## config.mk

```make
export PLATFORM = sky130hd
export DESIGN_NAME = iq_pwr_acc
export DESIGN_NICKNAME = d
export VERILOG_FILES = /design/src/rtl/iq_pwr_acc.sv
export SDC_FILE = /design/constraint.sdc
export NUM_CORES = 1
export LEC_CHECK = 0
export CORE_ASPECT_RATIO = 1.4
export CORE_MARGIN = 5
export CORE_UTILIZATION = 29
export CTS_BUF_LIST = sky130_fd_sc_hd__clkbuf_8
export DETAILED_ROUTE_END_ITERATION = 6
export DONT_BUFFER_PORTS = 1
export GPL_ROUTABILITY_DRIVEN = 0
export MAX_ROUTING_LAYER = met4
export PLACE_DENSITY = 0.47
export SLEW_MARGIN = 40
export SYNTH_ARGS = -nofsm -noshare
export SYNTH_HDL_FRONTEND = slang
export SYNTH_SLANG_ARGS = --single-unit
```

## constraint.sdc

```tcl
create_clock -name clk -period 6.1 [get_ports clk]
set_input_delay 0.61 -clock clk [delete_from_list [all_inputs] [get_ports clk]]
set_output_delay 0.61 -clock clk [all_outputs]
set_load 0.02 [all_outputs]
```

## src/rtl/iq_pwr_acc.sv

```systemverilog
// I/Q power accumulator: per-sample I^2+Q^2 summed over a 2^WIN_LOG2 window,
// emitting the window average with a threshold flag; a frame-end strobe flushes a partial window.
module iq_pwr_acc #(
  parameter int unsigned DW       = 9,
  parameter int unsigned WIN_LOG2 = 4,
  parameter int unsigned PW       = 2 * DW
) (
  input  logic                 clk,
  input  logic                 rst,
  input  logic signed [DW-1:0] in_data_i,
  input  logic signed [DW-1:0] in_data_q,
  input  logic                 in_en,
  input  logic                 in_done,
  input  logic        [PW-1:0] thr,
  output logic        [PW-1:0] out_pwr,
  output logic                 out_en,
  output logic                 out_det,
  output logic                 out_done
);

  localparam int unsigned AW = PW + WIN_LOG2;
  localparam logic [WIN_LOG2-1:0] CntMax = '1;

  typedef enum logic [0:0] {StIdle, StRun} state_e;

  // Stage 1: instantaneous power
  logic signed [PW-1:0] ext_i, ext_q, sq_i, sq_q;
  logic        [PW-1:0] p_d, p_q;
  logic                 p_vld_q, d_vld_q;

  // Stage 2: accumulation and output
  state_e               state_d, state_q;
  logic        [AW-1:0] acc_d, acc_q, sum, p_ext;
  logic  [WIN_LOG2-1:0] cnt_d, cnt_q;
  logic        [PW-1:0] avg;
  logic                 win_done, flush, emit;
  logic        [PW-1:0] out_pwr_d;
  logic                 out_det_d;

  always_comb begin
    ext_i = PW'(in_data_i);
    ext_q = PW'(in_data_q);
    sq_i  = ext_i * ext_i;
    sq_q  = ext_q * ext_q;
    // Both squares are non-negative; the sum can exceed the signed range, so add unsigned.
    p_d   = $unsigned(sq_i) + $unsigned(sq_q);
  end

  always_comb begin
    p_ext    = {{WIN_LOG2{1'b0}}, p_q};
    sum      = acc_q + (p_vld_q ? p_ext : '0);
    avg      = sum[AW-1:WIN_LOG2];
    win_done = p_vld_q && (cnt_q == CntMax);
    flush    = d_vld_q;
    // A flush only emits when something has been accumulated (or arrives with it).
    emit     = win_done || (flush && ((state_q == StRun) || p_vld_q));

    out_pwr_d = out_pwr;
    out_det_d = out_det;
    if (emit) begin
      out_pwr_d = avg;
      out_det_d = (avg >= thr);
    end

    if (win_done || flush) begin
      acc_d = '0;
      cnt_d = '0;
    end else begin
      acc_d = sum;
      cnt_d = cnt_q + WIN_LOG2'(p_vld_q);
    end

    state_d = state_q;
    unique case (state_q)
      StIdle: if (p_vld_q && !(win_done || flush)) state_d = StRun;
      StRun:  if (win_done || flush)               state_d = StIdle;
      default: state_d = StIdle;
    endcase
  end

  always_ff @(posedge clk) begin
    if (rst) begin
      p_q      <= '0;
      p_vld_q  <= 1'b0;
      d_vld_q  <= 1'b0;
      state_q  <= StIdle;
      acc_q    <= '0;
      cnt_q    <= '0;
      out_pwr  <= '0;
      out_en   <= 1'b0;
      out_det  <= 1'b0;
      out_done <= 1'b0;
    end else begin
      if (in_en) p_q <= p_d;
      p_vld_q  <= in_en;
      d_vld_q  <= in_done;
      state_q  <= state_d;
      acc_q    <= acc_d;
      cnt_q    <= cnt_d;
      out_pwr  <= out_pwr_d;
      out_en   <= emit;
      out_det  <= out_det_d;
      out_done <= flush;
    end
  end

endmodule
```

# Word level (Yosys, flattened, before mapping)
# Index checks and enable logic that the tools add are counted.
# word_totals
input_bits	40
reg_bits	68
romBits	0
memories	0
latch_bits	0
mem_bits_rw	0
elab_cells	30
output_inout_bits	21
# classes
mux	4
shift	0
div_mod_pow	0
eq_ne	1
magnitude_cmp	1
add_sub_neg	3
mul	2
reduce_logical	8
bitwise	1
# ops
op	count
multiplier 9 x 9 -> 18 bit	2
adder 22 x 18 -> 22 bit	1
adder 18 bit	1
>= comparator 18 bit	1
two-way mux 18 bit	1
adder 4 x 1 -> 4 bit	1
equality test 4 bit (second input constant)	1
logical AND 1 bit	3
logical OR 1 bit	3
two-way mux 1 bit	2
case mux 1 bit (2 select lines)	1
OR reduction 2 bit	1
zero test 1 bit	1
inverter 1 bit	1

# Longest topological paths before layout
# Gate-level depths: netlist (run 1).
# depth
depth_word	7
depth_mapped	24
mapped_depth_nobuf	23

# Worst setup path before layout (run 1)
# No wires, ideal clock.
# synth_path
kind	in2reg
start	input port in_data_q[7]
end	register p_q[16]
path_stages	20
n_path_buf	1
t_required_ns	5.986
t_arrival_ns	6.077
path_slack_ns	-0.091
setup_ns	0.114
cell_sequence	clkbuf_1 inv_1 nor2_1 inv_1 fa_1 inv_1 fa_1 fa_1 fa_1 fa_1 fa_1 fa_1 ha_1 o21a_1 a21oi_1 o21ai_1 a2111oi_2 a21oi_1 xor2_1 a21o_1
# synth_between
elab_chain_len	2
# synth_lines
element	line	rtl
start: declaration	11	input logic signed [DW-1:0] in_data_q,
multiplier 9 x 9 -> 18 bit	44	sq_q = ext_q * ext_q;
adder 18 bit	46	p_d = $unsigned(sq_i) + $unsigned(sq_q);
end signal: assignment	94	if (in_en) p_q <= p_d;
end: declaration	28	logic [PW-1:0] p_d, p_q;
# Every way passes these cells.
# A chain may end at the register's enable or synchronous reset.

# Final worst setup path (run 1)
# layout_path
start	input port in_data_q[1]
end	register p_q[16]
# The elaborated chain is that of the path after synthesis.

==> summary.md, run 1 <==
| Metric | Value |
|---|---|
| Clock Skew | `0.0121 ns` |
| Unrepaired setup endpoints after global routing | `false` |
| CTS clk-pin slew, worst paths | `about 0.080 ns` |
| Hold_ws | `0.328 ns` |
| Ys async rst share | `0%` |
| Routed via count | `6877` |
| Cell with the most instances after synthesis | `inv_1` |
| CTS tree | `built` |
| Worst-Skew Late Latency | `0.35 ns` |
| Worst Max-Slew Pin Slew | `approximately 0.67 ns` |
| DR WL/cell | `14.7 µm` |
| Post-DR vias/cell | `4.52` |
| Number of global-route vias before repair | `7344` |
| Antenna Nets Post-Route | `0` |
| FP Rows | `~80` |
| Most frequent CP cell | `fa_1` |
| Synth area leaders | `fa_1, ha_1, dfxtp_1` |
| Final min period | `5.73 ns` |
| Hold Vio Cnt, Final | `0` |
| Top cells by count, synth | `inv_1, fa_1, ha_1` |
| Worst setup SP type | `primary input` |
| Core Area | `0.0330 mm²` |
| Synth Net Count | `1374` |
| Mapped Area | `between 0.009 and 0.01 mm²` |
| Global-route wire length before repair | `36900 µm` |
| Achievable Freq | `~170 MHz` |
| IO buf count | `0` |
| Primary FF master, synth | `dfxtp_1` |
| Fillers | `around 3600` |
| Critical Path End Type | `flip-flop` |
| Max_cap viols | `0` |
| Fin area | `0.0104 mm²` |
| Synth warn | `0` |
| Period utilization | `94.0%` |
| Detailed Routing Iterations Pass 1 | `4` |
| Setup Buffers After CTS | `0` |
| Crit-path max FO | `7` |
| Area Growth Syn to Fin | `8.03%` |
| Largest net degree at the start of global routing | `51` |
| Yosys reg bits | `68` |
| Post-CTS sizing | `0` |
| H-Tree Depth | `3` |
| Initial core utilization | `29.2%` |
| CP Cell Sequence | `inv_1 > nor2_1 > inv_1 > fa_1 > inv_1 > fa_1 > fa_1 > fa_1 > fa_1 > fa_1 > fa_1 > ha_1 > o21a_1 > a21oi_1 > o21ai_1 > a2111oi_2 > a21oi_1 > xor2_1 > a21o_1` |
| DRC | `0` |
| Die height | `226 µm` |
| Post-detail-place hpwl | `between 15000 and 20000 µm` |
| Hold buffer count at cts | `0` |
| Placed inst area | `0.0102 mm²` |
| Iter 0 DRT Violations | `295` |
| Post-Syn Instances | `between 1000 and 1500` |
| IO Pins | `61` |
| Critical path's slowest cell | `fa_1` |
| Status | `finished, final reports clean` |
| Kind of critical path | `in -> reg` |
| Netlist cell types | `63` |
| Share of post-route cells with drive strength above 1 | `4.73%` |
| Clock Root Buffer | `clkbuf_8` |
| Initial antenna violation count | `0` |
| Post-Syn Area per Cell | `8.95 µm²` |
| All-Layer GR Usage | `12.9%` |
| Slew headroom | `55.6%` |
| Slew Limit Fails | `0` |
| Tightest Hold Check Type | `in -> reg` |
| Sink Count | `68` |
| DIE AREA | `roughly 0.037 mm²` |
| Inserted Clock Buffers | `9` |
| Horiz. Die Dim | `approximately 160 µm` |
| Share of the synthesized area in the top cell type | `29.5%` |
| Number of flops mapped to enable cells by yosys | `0` |
| Final Setup Violations | `0` |
| Antenna diodes | `0` |
| Seq/Total Area, Yosys | `14.1%` |
| Max stage delay on crit path | `0.57 ns` |
| Grt ovf | `0` |
| Worst endpoint required time | `roughly 6.3 ns` |
| WL final | `22400 µm` |
| Synth area leader | `fa_1` |
| Nets | `1373` |
| Worst Path Arrival | `5.98 ns` |
| Max Root-Sink Buffers | `2` |
-- critical path, delay by kind of cell --
kind / cells / cell delay [ns]
buffers and inverters: 3 / 0.19
XOR/XNOR: 1 / 0.15
AND/OR/NAND/NOR: 1 / 0.21
AO/OA/AOI/OAI: 6 / 1.15
adder cells (fa/ha/maj): 8 / 3.67
-- registers in the layout, indices dropped and copies added (netlist names) --
| register | cells |
|---|---|
| p_q | 18 |
| cnt_q | 4 |
| acc_q | 22 |
| state_q | 1 |
| out_en | 1 |
| out_det | 1 |
| p_vld_q | 1 |
| d_vld_q | 1 |
| out_pwr | 18 |
| out_done | 1 |
-- path summary, 6_finish.rpt --
| path | from | end | slack (ns) | cells past startpoint |
|---|---|---|---|---|
| min | rst | out_det$_SDFFE_PP0P_ | 0.33 | 1 |
| min reg2reg | p_q[7]$_SDFFE_PP0P_ | p_q[7]$_SDFFE_PP0P_ | 0.48 | 2 |
| max reg2reg | p_vld_q$_SDFF_PP0_ | out_det$_SDFFE_PP0P_ | 1.91 | 14 |
| max | in_data_q[1] | p_q[16]$_SDFFE_PP0P_ | 0.37 | 19 |
-- metal layers --
layer | vias to the layer above | global-route usage, % | wire length, µm
met5 | - | - | 0
met4 | 0 | 4.82 | 731
met3 | 31 | 1.50 | 567
met2 | 90 | 24.3 | 12600
met1 | 3349 | 13.6 | 8450
li1 | 3407 | - | -
-- layout make-up --
type	instances	area, µm²	share of cell area [%]
well taps	445	557	5.35
clock inverters	3	40.0	0.385
repair buffers	21	158	1.51
inverters	223	837	8.04
flip-flops and latches	68	1360	13.1
clock buffers	10	138	1.32
multi-input cells	753	7320	70.3
-- per-stage QoR --
step                      setup TNS (ns)  worst slack, ns  instances  utilization, %
after detailed placement         -0.0296          -0.0296       1510            31.0
final                                  0            0.366       1523            31.5
after floorplan                        0           0.0191       1077               -
after global routing                   0           0.0932       1523            31.5
after CTS                              0            0.337       1523            31.5
after global placement                 0           0.0294       1510            31.0
-- layout by cell type (no fill, tap or decap), types with 10 or more instances in the layout --
cell type / count
xor2_1: 13
a21oi_1: 37
mux2i_1: 17
inv_1: 221
and2_1: 55
o21ai_0: 14
ha_1: 115
nand3_1: 15
a21o_1: 13
nand2_1: 76
nor2_1: 65
dfxtp_1: 68
fa_1: 142
xnor2_1: 37
nor3_1: 12
a211oi_1: 11
nor2b_1: 16
clkbuf_8: 10
buf_4: 21
o21ai_1: 15
-- cell families (layout without fill, tap and decap cells) --
| group | count (synthesis) | count (layout) | synth area share, % |
|---|---|---|---|
| AOI/OAI and AO/OA | 146 | 146 | 10.3 |
| xor gates and xnor gates | 51 | 51 | 4.78 |
| adders and majority gates | 258 | 258 | 44.5 |
| buffers and inverters | 256 | 257 | 9.99 |
| DFF | 68 | 68 | 14.1 |
| muxes | 18 | 18 | 1.88 |
| and+or+nand+nor | 280 | 280 | 14.4 |
Power of run 1 is not shown: default switching activity piles up to over one toggle a cycle in this logic, so the estimate is an artifact.
==> run 2: changes to the inputs <==
CORE_UTILIZATION = 61   (was 29)
PLACE_DENSITY = 0.83   (was 0.47)
==> summary.md, run 2 (synthesized netlist as in run 1, its figures left out) <==
| Metric | Value |
|---|---|
| Routed via count | `7119 (+3.5%)` |
| Critical path's slowest cell | `fa_1` |
| DRC | `0 (unchanged)` |
| FP Rows | `54 (-32%)` |
| Period utilization | `94.1% (+0.13 points)` |
| Setup Buffers After CTS | `0 (unchanged)` |
| CP Cell Sequence | `nand2_1 > fa_1 > inv_1 > fa_1 > inv_1 > fa_1 > fa_1 > fa_1 > inv_1 > fa_1 > ha_1 > ha_1 > or2_2 > a21oi_1 > a31oi_1 > xnor2_1 > mux2i_1 > nor2_1` |
| Final min period | `5.74 ns (+0.00811 ns)` |
| Post-CTS sizing | `0 (unchanged)` |
| Hold Vio Cnt, Final | `0 (unchanged)` |
| All-Layer GR Usage | `24.1% (+11 points)` |
| Tightest Hold Check Type | `in -> reg` |
| Slew headroom | `48.2% (-7.4 points)` |
| Worst endpoint required time | `6.35 ns (about the same)` |
| Initial core utilization | `62.0% (+33 points)` |
| Clock Skew | `0.0130 ns (+0.000940 ns)` |
| Grt ovf | `0 (unchanged)` |
| Horiz. Die Dim | `116 µm (-29%)` |
| Clock Root Buffer | `clkbuf_8` |
| Crit-path max FO | `19 (+12)` |
| Worst Max-Slew Pin Slew | `0.774 ns (+0.108 ns)` |
| Nets | `1363 (-0.73%)` |
| Number of global-route vias before repair | `7774 (+5.9%)` |
| Cells on worst reg2reg path | `16 (+2)` |
| IO Pins | `61 (unchanged)` |
| Sink Count | `68 (unchanged)` |
| Final Setup Violations | `0 (unchanged)` |
| Biggest regs | `acc_q: 22 flops, out_pwr: 18 flops, p_q: 18 flops` |
| Critical path depth in cells | `18 (-1)` |
| Biggest register | `acc_q` |
| Worst setup SP type | `primary input` |
| Status | `finished, final reports clean` |
| Worst-Skew Late Latency | `0.36 ns (about the same)` |
| Achievable Freq | `174 MHz (-0.14%)` |
| Hold path cells | `1 (unchanged)` |
| Buffer and inverter count on the worst path | `3 (unchanged)` |
| Antenna Nets Post-Route | `0 (unchanged)` |
| IO buf count | `0 (unchanged)` |
| Setup tns final | `0 ns (unchanged)` |
| Global-route wire length before repair | `34900 µm (-5.4%)` |
| Detailed Routing Iterations Pass 1 | `5 (+1)` |
| Hold buffer count at cts | `0 (unchanged)` |
| Largest net degree at the start of global routing | `51 (unchanged)` |
| DR WL/cell | `16.0 µm (+8.9%)` |
| Core Area | `0.0155 mm² (-53%)` |
| WL final | `20300 µm (-9.4%)` |
| CTS tree | `built` |
| Iter 0 DRT Violations | `333 (+13%)` |
| Antenna diodes | `0 (unchanged)` |
| Share of post-route cells with drive strength above 1 | `4.11% (-0.62 points)` |
| Max_cap viols | `0 (unchanged)` |
| Commonest non-fill, non-tap cell in the layout | `inv_1` |
| Area Growth Syn to Fin | `4.09%` |
| Max reg flops | `22 (unchanged)` |
| Post-detail-place hpwl | `17500 µm (-9.0%)` |
| DIE AREA | `0.0184 mm² (-50%)` |
| Worst Path Arrival | `5.99 ns (about the same)` |
| H-Tree Depth | `3 (unchanged)` |
| Unrepaired setup endpoints after global routing | `false` |
| Max stage delay on crit path | `0.70 ns (+0.13 ns)` |
| Max Root-Sink Buffers | `2 (unchanged)` |
| Post-DR vias/cell | `5.62 (+24%)` |
| CTS clk-pin slew, worst paths | `0.08 ns (about the same)` |
| Slew Limit Fails | `0 (unchanged)` |
| Inserted Clock Buffers | `9 (unchanged)` |
| Die height | `159 µm (-30%)` |
| Initial antenna violation count | `0 (unchanged)` |
| Critical Path End Type | `flip-flop` |
| Kind of critical path | `in -> reg` |
| Delay-heaviest family, CP | `adder cells` |
| Most frequent cells in the layout | `inv_1, fa_1, ha_1, nand2_1, dfxtp_1` |
| Most frequent CP cell | `fa_1` |
## run 2: worst paths after layout
check / end / slack, ns / start
worst max-delay path: p_q[17]$_SDFFE_PP0P_ / 0.36 / in_data_q[8]
worst min-delay path: out_pwr[2]$_SDFFE_PP0P_ / 0.31 / rst
worst max register to register: out_det$_SDFFE_PP0P_ / 1.92 / p_vld_q$_SDFF_PP0_
worst min register to register: p_q[7]$_SDFFE_PP0P_ / 0.48 / p_q[7]$_SDFFE_PP0P_
## run 2: metrics by stage
stage          instance area [µm²]  util (%)  cells  hold WS (ns)  worst slack (ns)
2_1_floorplan                 9640         -   1077         0.452            0.0191
3_3_place_gp                  9840      63.3   1251         0.463            0.0736
3_5_place_dp                  9850      63.4   1251         0.470           0.00461
4_1_cts                      10000      64.5   1267         0.301             0.364
5_1_grt                      10000      64.5   1267         0.289            0.0968
6_report                     10000      64.5   1267         0.311             0.358
## run 2: final cells by class
cell class	count	area (µm²)
multi-input cells	753	7320
fillers	1250	5510
flip-flops and latches	68	1360
inverters	223	837
well taps	196	245
clock buffers	10	138
repair buffers	11	82.6
clock inverters	6	40.0
## run 2: metal layers
metal / vias to the layer above / track usage [%] / wire (µm)
met5: - / - / 0
met4: 0 / 11.5 / 1030
met3: 92 / 3.69 / 858
met2: 211 / 44.9 / 11300
met1: 3426 / 23.5 / 7060
li1: 3390 / - / -
Power of run 2 is left out for the same reason.
